### config.mk
export PLATFORM = sky130hd
export DESIGN_NAME = frame_min_tracker
export DESIGN_NICKNAME = d
export VERILOG_FILES = /design/src/rtl/frame_min_tracker.sv
export SDC_FILE = /design/constraint.sdc
export NUM_CORES = 1
export LEC_CHECK = 0
export CAP_MARGIN = 10
export CORE_ASPECT_RATIO = 0.7
export CORE_UTILIZATION = 46
export CTS_BUF_LIST = sky130_fd_sc_hd__clkbuf_8
export DETAILED_ROUTE_END_ITERATION = 8
export PLACE_DENSITY = 0.72
export SLEW_MARGIN = 30
export SYNTH_ARGS = -nofsm -noshare
export SYNTH_HDL_FRONTEND = slang
export SYNTH_SLANG_ARGS = --single-unit
export TNS_END_PERCENT = 50
### constraint.sdc
create_clock -name clk -period 2.1 [get_ports clk]
set_clock_uncertainty 0.15 [all_clocks]
set_input_delay 0.63 -clock clk [delete_from_list [all_inputs] [get_ports clk]]
set_output_delay 0.63 -clock clk [all_outputs]
set_load 0.02 [all_outputs]
### src/rtl/frame_min_tracker.sv
// frame_min_tracker: per-frame min/max/first-min-index reduction with valid/ready on both sides
module frame_min_tracker #(
    parameter int DW        = 8,
    parameter int FRAME_LEN = 16,
    parameter int IDX_W     = 8
) (
    input  logic             clk,
    input  logic             rst_n,
    input  logic             clear,
    input  logic             in_valid,
    output logic             in_ready,
    input  logic [DW-1:0]    in_data,
    output logic             out_valid,
    input  logic             out_ready,
    output logic [DW-1:0]    out_min,
    output logic [DW-1:0]    out_max,
    output logic [IDX_W-1:0] out_idx,
    output logic [7:0]       frame_cnt
);
    typedef enum logic {ACCUM, HOLD} state_t;
    state_t state_q, state_d;
    logic [IDX_W-1:0] cnt_q, cnt_d, run_idx_q, run_idx_d, out_idx_q, out_idx_d, nidx;
    logic [DW-1:0] run_min_q, run_min_d, run_max_q, run_max_d;
    logic [DW-1:0] out_min_q, out_min_d, out_max_q, out_max_d, nmin, nmax;
    logic out_valid_q, out_valid_d;
    logic [7:0] frame_cnt_q, frame_cnt_d;
    logic accept, first, lt, gt, last;
    assign in_ready  = state_q == ACCUM;
    assign out_valid = out_valid_q;
    assign out_min   = out_min_q;
    assign out_max   = out_max_q;
    assign out_idx   = out_idx_q;
    assign frame_cnt = frame_cnt_q;
    // Fold the incoming sample into the running stats and sequence ACCUM/HOLD; clear overrides all
    always_comb begin
        accept      = in_valid && in_ready;
        first       = cnt_q == '0;
        last        = cnt_q == IDX_W'(FRAME_LEN - 1);
        lt          = in_data < run_min_q;
        gt          = in_data > run_max_q;
        nmin        = (first || lt) ? in_data : run_min_q;
        nmax        = (first || gt) ? in_data : run_max_q;
        nidx        = first ? '0 : (lt ? cnt_q : run_idx_q);
        state_d     = state_q;
        cnt_d       = cnt_q;
        run_min_d   = run_min_q;
        run_max_d   = run_max_q;
        run_idx_d   = run_idx_q;
        out_min_d   = out_min_q;
        out_max_d   = out_max_q;
        out_idx_d   = out_idx_q;
        out_valid_d = out_valid_q;
        frame_cnt_d = frame_cnt_q;
        if (clear) begin
            state_d     = ACCUM;
            cnt_d       = '0;
            out_valid_d = 1'b0;
        end else if (state_q == ACCUM) begin
            if (accept) begin
                run_min_d = nmin;
                run_max_d = nmax;
                run_idx_d = nidx;
                cnt_d     = last ? '0 : cnt_q + 1'b1;
                if (last) begin
                    out_min_d   = nmin;
                    out_max_d   = nmax;
                    out_idx_d   = nidx;
                    out_valid_d = 1'b1;
                    state_d     = HOLD;
                end
            end
        end else if (out_ready) begin
            out_valid_d = 1'b0;
            frame_cnt_d = frame_cnt_q + 8'd1;
            state_d     = ACCUM;
        end
    end
    // State and result registers with asynchronous active-low reset
    always_ff @(posedge clk or negedge rst_n) begin
        if (!rst_n) begin
            state_q     <= ACCUM;
            cnt_q       <= '0;
            run_min_q   <= '0;
            run_max_q   <= '0;
            run_idx_q   <= '0;
            out_min_q   <= '1;
            out_max_q   <= '0;
            out_idx_q   <= '0;
            out_valid_q <= 1'b0;
            frame_cnt_q <= '0;
        end else begin
            state_q     <= state_d;
            cnt_q       <= cnt_d;
            run_min_q   <= run_min_d;
            run_max_q   <= run_max_d;
            run_idx_q   <= run_idx_d;
            out_min_q   <= out_min_d;
            out_max_q   <= out_max_d;
            out_idx_q   <= out_idx_d;
            out_valid_q <= out_valid_d;
            frame_cnt_q <= frame_cnt_d;
        end
    end
endmodule

==> impl_results.html <==
<table>
<tr><th>Metric</th><th>Value</th></tr>
<tr><th colspan="2">Outcome</th></tr>
<tr><td>Run status</td><td>completed</td></tr>
<tr><th colspan="2">Timing</th></tr>
<tr><td>Number of failing hold endpoints at the final stage</td><td>0</td></tr>
<tr><td>Worst-Margin Slew</td><td>0.428 ns</td></tr>
<tr><td>Final Cycle Share</td><td>0.992</td></tr>
<tr><td>Number of max-slew violations in the final report</td><td>0</td></tr>
<tr><td>Setup repair after global routing missed its margin</td><td>true</td></tr>
<tr><td>Relative slew slack</td><td>0.712</td></tr>
<tr><td>Time the worst path needs with I/O delays and setup</td><td>roughly 2.1 ns</td></tr>
<tr><td>Upper clock frequency limit</td><td>0.480 GHz</td></tr>
<tr><td>Final setup violation count</td><td>0</td></tr>
<tr><td>Total negative slack</td><td>0 ns</td></tr>
<tr><th colspan="2">Global route</th></tr>
<tr><td>Number of antenna violations at the first check in global routing</td><td>0</td></tr>
<tr><td>Number of global-route vias before repair</td><td>2705</td></tr>
<tr><td>Total congestion overflow after global routing</td><td>0</td></tr>
<tr><td>Pin count of the biggest net entering global routing</td><td>29</td></tr>
<tr><td>Total track usage</td><td>0.232</td></tr>
<tr><td>First-pass GRT wire length</td><td>between 10000 and 15000 um</td></tr>
<tr><th colspan="2">Flow run</th></tr>
<tr><td>MaxCap Viol Count</td><td>0</td></tr>
<tr><th colspan="2">Drt</th></tr>
<tr><td>Drt wl/cell</td><td>16.7 um</td></tr>
<tr><td>DRC viols</td><td>0</td></tr>
<tr><td>Total wire length</td><td>8660 um</td></tr>
<tr><td>DRT Pass-1 Iters</td><td>4</td></tr>
<tr><td>Post-DR vias/cell</td><td>about 5.6</td></tr>
<tr><td>Detailed-route via count</td><td>between 2000 and 3000</td></tr>
<tr><td>Starting DRC count in detailed routing</td><td>176</td></tr>
<tr><td>DRT antenna net count</td><td>0</td></tr>
<tr><th colspan="2">Cells and area</th></tr>
<tr><td>Number of fillers in the final layout</td><td>549</td></tr>
<tr><td>Sequential cell area in the final layout</td><td>roughly 1700 um^2</td></tr>
<tr><td>Area growth from synthesis to final layout</td><td>38.1%</td></tr>
<tr><td>Multi-input gate area in the final layout</td><td>between 1500 and 2000 um^2</td></tr>
<tr><td>Ratio of cells with drive above 1 in the final layout</td><td>0.268</td></tr>
<tr><td>Number of inserted diodes</td><td>0</td></tr>
<tr><td>Non-filler instance count after layout</td><td>520</td></tr>
<tr><td>Nets@finish</td><td>452</td></tr>
<tr><th colspan="2">Power</th></tr>
<tr><td>Leak</td><td>approximately 0.0026 uW</td></tr>
<tr><td>Pwr dens</td><td>774 nW/um^2</td></tr>
<tr><td>Highest ir drop seen on vdd</td><td>0.415 mV</td></tr>
<tr><td>Post-layout power</td><td>3650 uW</td></tr>
<tr><th colspan="2">Clock network</th></tr>
<tr><td>Clock tree from TritonCTS</td><td>done</td></tr>
<tr><td>Maximum level of the CTS H-tree</td><td>3</td></tr>
<tr><td>Clock-pin slew reported for the worst setup and hold paths after clock tree synthesis</td><td>0.07 ns</td></tr>
<tr><td>TritonCTS Buffers</td><td>9</td></tr>
<tr><td>CTS root buffer</td><td>sky130_fd_sc_hd__clkbuf_8</td></tr>
<tr><td>CTS Sinks</td><td>66</td></tr>
<tr><td>Insertion delay of the later-clocked pin in the worst-skew pair</td><td>0.35 ns</td></tr>
<tr><td>CTS Buffer Depth</td><td>2</td></tr>
<tr><td>Post-cts hold buffer count</td><td>0</td></tr>
<tr><th colspan="2">Logic synthesis</th></tr>
<tr><td>Count of synthesis-stage warnings from yosys</td><td>0</td></tr>
<tr><td>Count of mapped cells out of synthesis</td><td>328</td></tr>
<tr><td>Post-Synthesis Net Count</td><td>359</td></tr>
<tr><td>Cell area after technology mapping</td><td>3420 um^2</td></tr>
<tr><td>Register area share after synthesis</td><td>0.486</td></tr>
<tr><td>Async set-reset flop share out of synthesis</td><td>1.00</td></tr>
<tr><td>Synthesis-stage register bit count</td><td>between 60 and 70</td></tr>
<tr><td>Cell variety after synth</td><td>45</td></tr>
<tr><td>Post-synth EDFFs</td><td>0</td></tr>
<tr><td>Main flop type after synthesis</td><td>sky130_fd_sc_hd__dfrtp_1</td></tr>
<tr><td>Average size of a mapped cell</td><td>~10 um^2</td></tr>
<tr><th colspan="2">Floorplanning</th></tr>
<tr><td>I/O pin total</td><td>47</td></tr>
<tr><td>Die Span X</td><td>105 um</td></tr>
<tr><td>Site Rows</td><td>25</td></tr>
<tr><td>Total die area</td><td>7780 um^2</td></tr>
<tr><td>Vertical die dimension</td><td>roughly 74 um</td></tr>
<tr><td>Area of the core</td><td>between 6000 and 7000 um^2</td></tr>
<tr><td>Effective utilization at floorplan</td><td>0.490</td></tr>
<tr><th colspan="2">Setup path</th></tr>
<tr><td>Critical Path Source</td><td>in_data[0]</td></tr>
<tr><td>Crit Path Class</td><td>input pin to flop</td></tr>
<tr><td>Cell repeated most along the worst path</td><td>sky130_fd_sc_hd__o211ai_1</td></tr>
<tr><td>Data arrival time of the critical path</td><td>2.19 ns</td></tr>
<tr><td>Data required time at the worst endpoint</td><td>around 2.2 ns</td></tr>
<tr><td>Worst r2r src</td><td>run_max_q[1]</td></tr>
<tr><td>Startpoint type of the worst setup path</td><td>input pin</td></tr>
<tr><td>Cells along the critical path</td><td>dlygate4sd2_1 &gt; inv_1 &gt; ha_1 &gt; nor2b_2 &gt; o211ai_1 &gt; buf_4 &gt; a211oi_2 &gt; o211ai_1 &gt; buf_4 &gt; o211ai_1</td></tr>
<tr><td>CP Max Fanout</td><td>4</td></tr>
<tr><td>Element type at the critical path end</td><td>flop</td></tr>
<tr><td>Delay of the slowest critical-path stage</td><td>0.21 ns</td></tr>
<tr><td>Cell with the largest stage delay on the worst path</td><td>sky130_fd_sc_hd__dlygate4sd2_1</td></tr>
<tr><th colspan="2">Hold path</th></tr>
<tr><td>Class of the most critical hold timing path</td><td>input pin to async pin</td></tr>
<tr><th colspan="2">Place</th></tr>
<tr><td>Cells after DPL</td><td>499</td></tr>
<tr><td>Gpl congestion</td><td>about 0.83</td></tr>
<tr><td>HPWL after detailed placement</td><td>6210 um</td></tr>
<tr><td>Number of I/O port buffers</td><td>46</td></tr>
</table>
area by class of cell:
type	count	share of cell area
flip-flops and latches	66	0.352
well taps	94	0.0249
repair buffers	89	0.174
clock inverters	5	0.00477
multi-input cells	227	0.390
clock buffers	11	0.0321
inverters	28	0.0223
final timing paths:
kind                                 to  slack (ns)  depth (start not counted)
min                          out_max[1]        0.04                          1
max in group asynchronous    out_min[0]        1.21                          2
min in group clk             out_idx[2]        0.32                          2
max                        run_max_q[5]        0.02                         10
min reg2reg                  out_idx[2]        0.32                          2
max reg2reg                run_max_q[5]        0.02                          9
logic make-up after synthesis:
family,after synthesis,share of synthesized area
compound gates,88,0.177
xor+xnor,12,0.0308
fa+ha+maj,18,0.0659
buf+inv,35,0.0432
flops,66,0.486
mux,25,0.0740
simple gates,84,0.123
sequential cells by signal (all words and copies together) (netlist names):
signal / flops
state_q: 1
frame_cnt: 8
out_idx: 8
out_max: 8
cnt_q: 8
run_min_q: 8
run_idx_q: 8
out_min: 8
run_max_q: 8
out_valid: 1
layout by cell type, fill, tap and decap left out, drive strengths merged, types with 8 or more instances in the layout:
cell type,instances
dfrtp,58
buf,48
inv,30
mux2i,23
nand2,23
dlygate4sd2,22
nor2,21
a21oi,18
o21ai,18
ha,18
nand3,17
dlymetal6s2s,14
o211ai,14
clkbuf,13
a31oi,8
dfstp,8
a22oi,8
critical path, delay by kind of cell:
family	cells	cell delay, ns
and+or+nand+nor	1	0.11
AOI/OAI and AO/OA	4	0.63
adders and majority gates	1	0.20
buffers and inverters	4	0.62
where the power goes:
group          total (uW)  leakage [uW]  switching [uW]  internal [uW]
clock network         959      0.000101             481            478
logic                1160       0.00163             633            526
registers            1530      0.000852             128           1400
Yosys cell counts (all sizes together), types with 2 or more instances:
library cell | number | share of area
nand4 | 6 | 0.011
dfstp | 8 | 0.062
mux2i | 23 | 0.067
nand2 | 23 | 0.027
o211ai | 14 | 0.035
nor2 | 21 | 0.023
dfrtp | 58 | 0.42
buf | 4 | 0.0092
a31oi | 8 | 0.015
nor3 | 3 | 0.0077
a22o | 6 | 0.015
o21ai | 18 | 0.027
nand2b | 4 | 0.0073
clkbuf | 3 | 0.0033
nand3 | 17 | 0.025
nor2b | 3 | 0.0055
inv | 28 | 0.031
xnor2 | 6 | 0.015
a211oi | 5 | 0.011
o31ai | 2 | 0.0044
mux2 | 2 | 0.0066
a22oi | 8 | 0.018
and3 | 3 | 0.0055
xor2 | 6 | 0.015
a32o | 2 | 0.0059
ha | 18 | 0.066
a21oi | 18 | 0.026
what timing repair did:
| item | in CTS | in global routing |
|---|---|---|
| resized for setup | 49 | 40 |
| setup endpoints to repair | 69 | 61 |
| setup buffers | 1 | 4 |
| pin swaps | 14 | 11 |
| hold endpoints to repair | 0 | 0 |
metrics by stage:
| step | hold slack, ns | worst slack (ns) | cell area, um^2 | utilization |
|---|---|---|---|---|
| 5_1_grt | 0.0419 | -0.101 | 4720 | 0.676 |
| 2_1_floorplan | 0.184 | -0.0114 | 3530 | - |
| 6_report | 0.0375 | 0.0158 | 4720 | 0.676 |
| 3_3_place_gp | 0.300 | -0.730 | 4390 | 0.629 |
| 4_1_cts | 0.0375 | 0.00346 | 4610 | 0.660 |
| 3_5_place_dp | 0.306 | -0.741 | 4390 | 0.629 |
per-layer routing:
metal,vias up,share of wire,track usage
li1,1384,-,-
met1,1410,0.50,0.342
met2,91,0.43,0.338
met3,8,0.066,0.0631
met4,0,0.0089,0.0595
met5,-,0,0
Power figures use the tool's default switching activity.
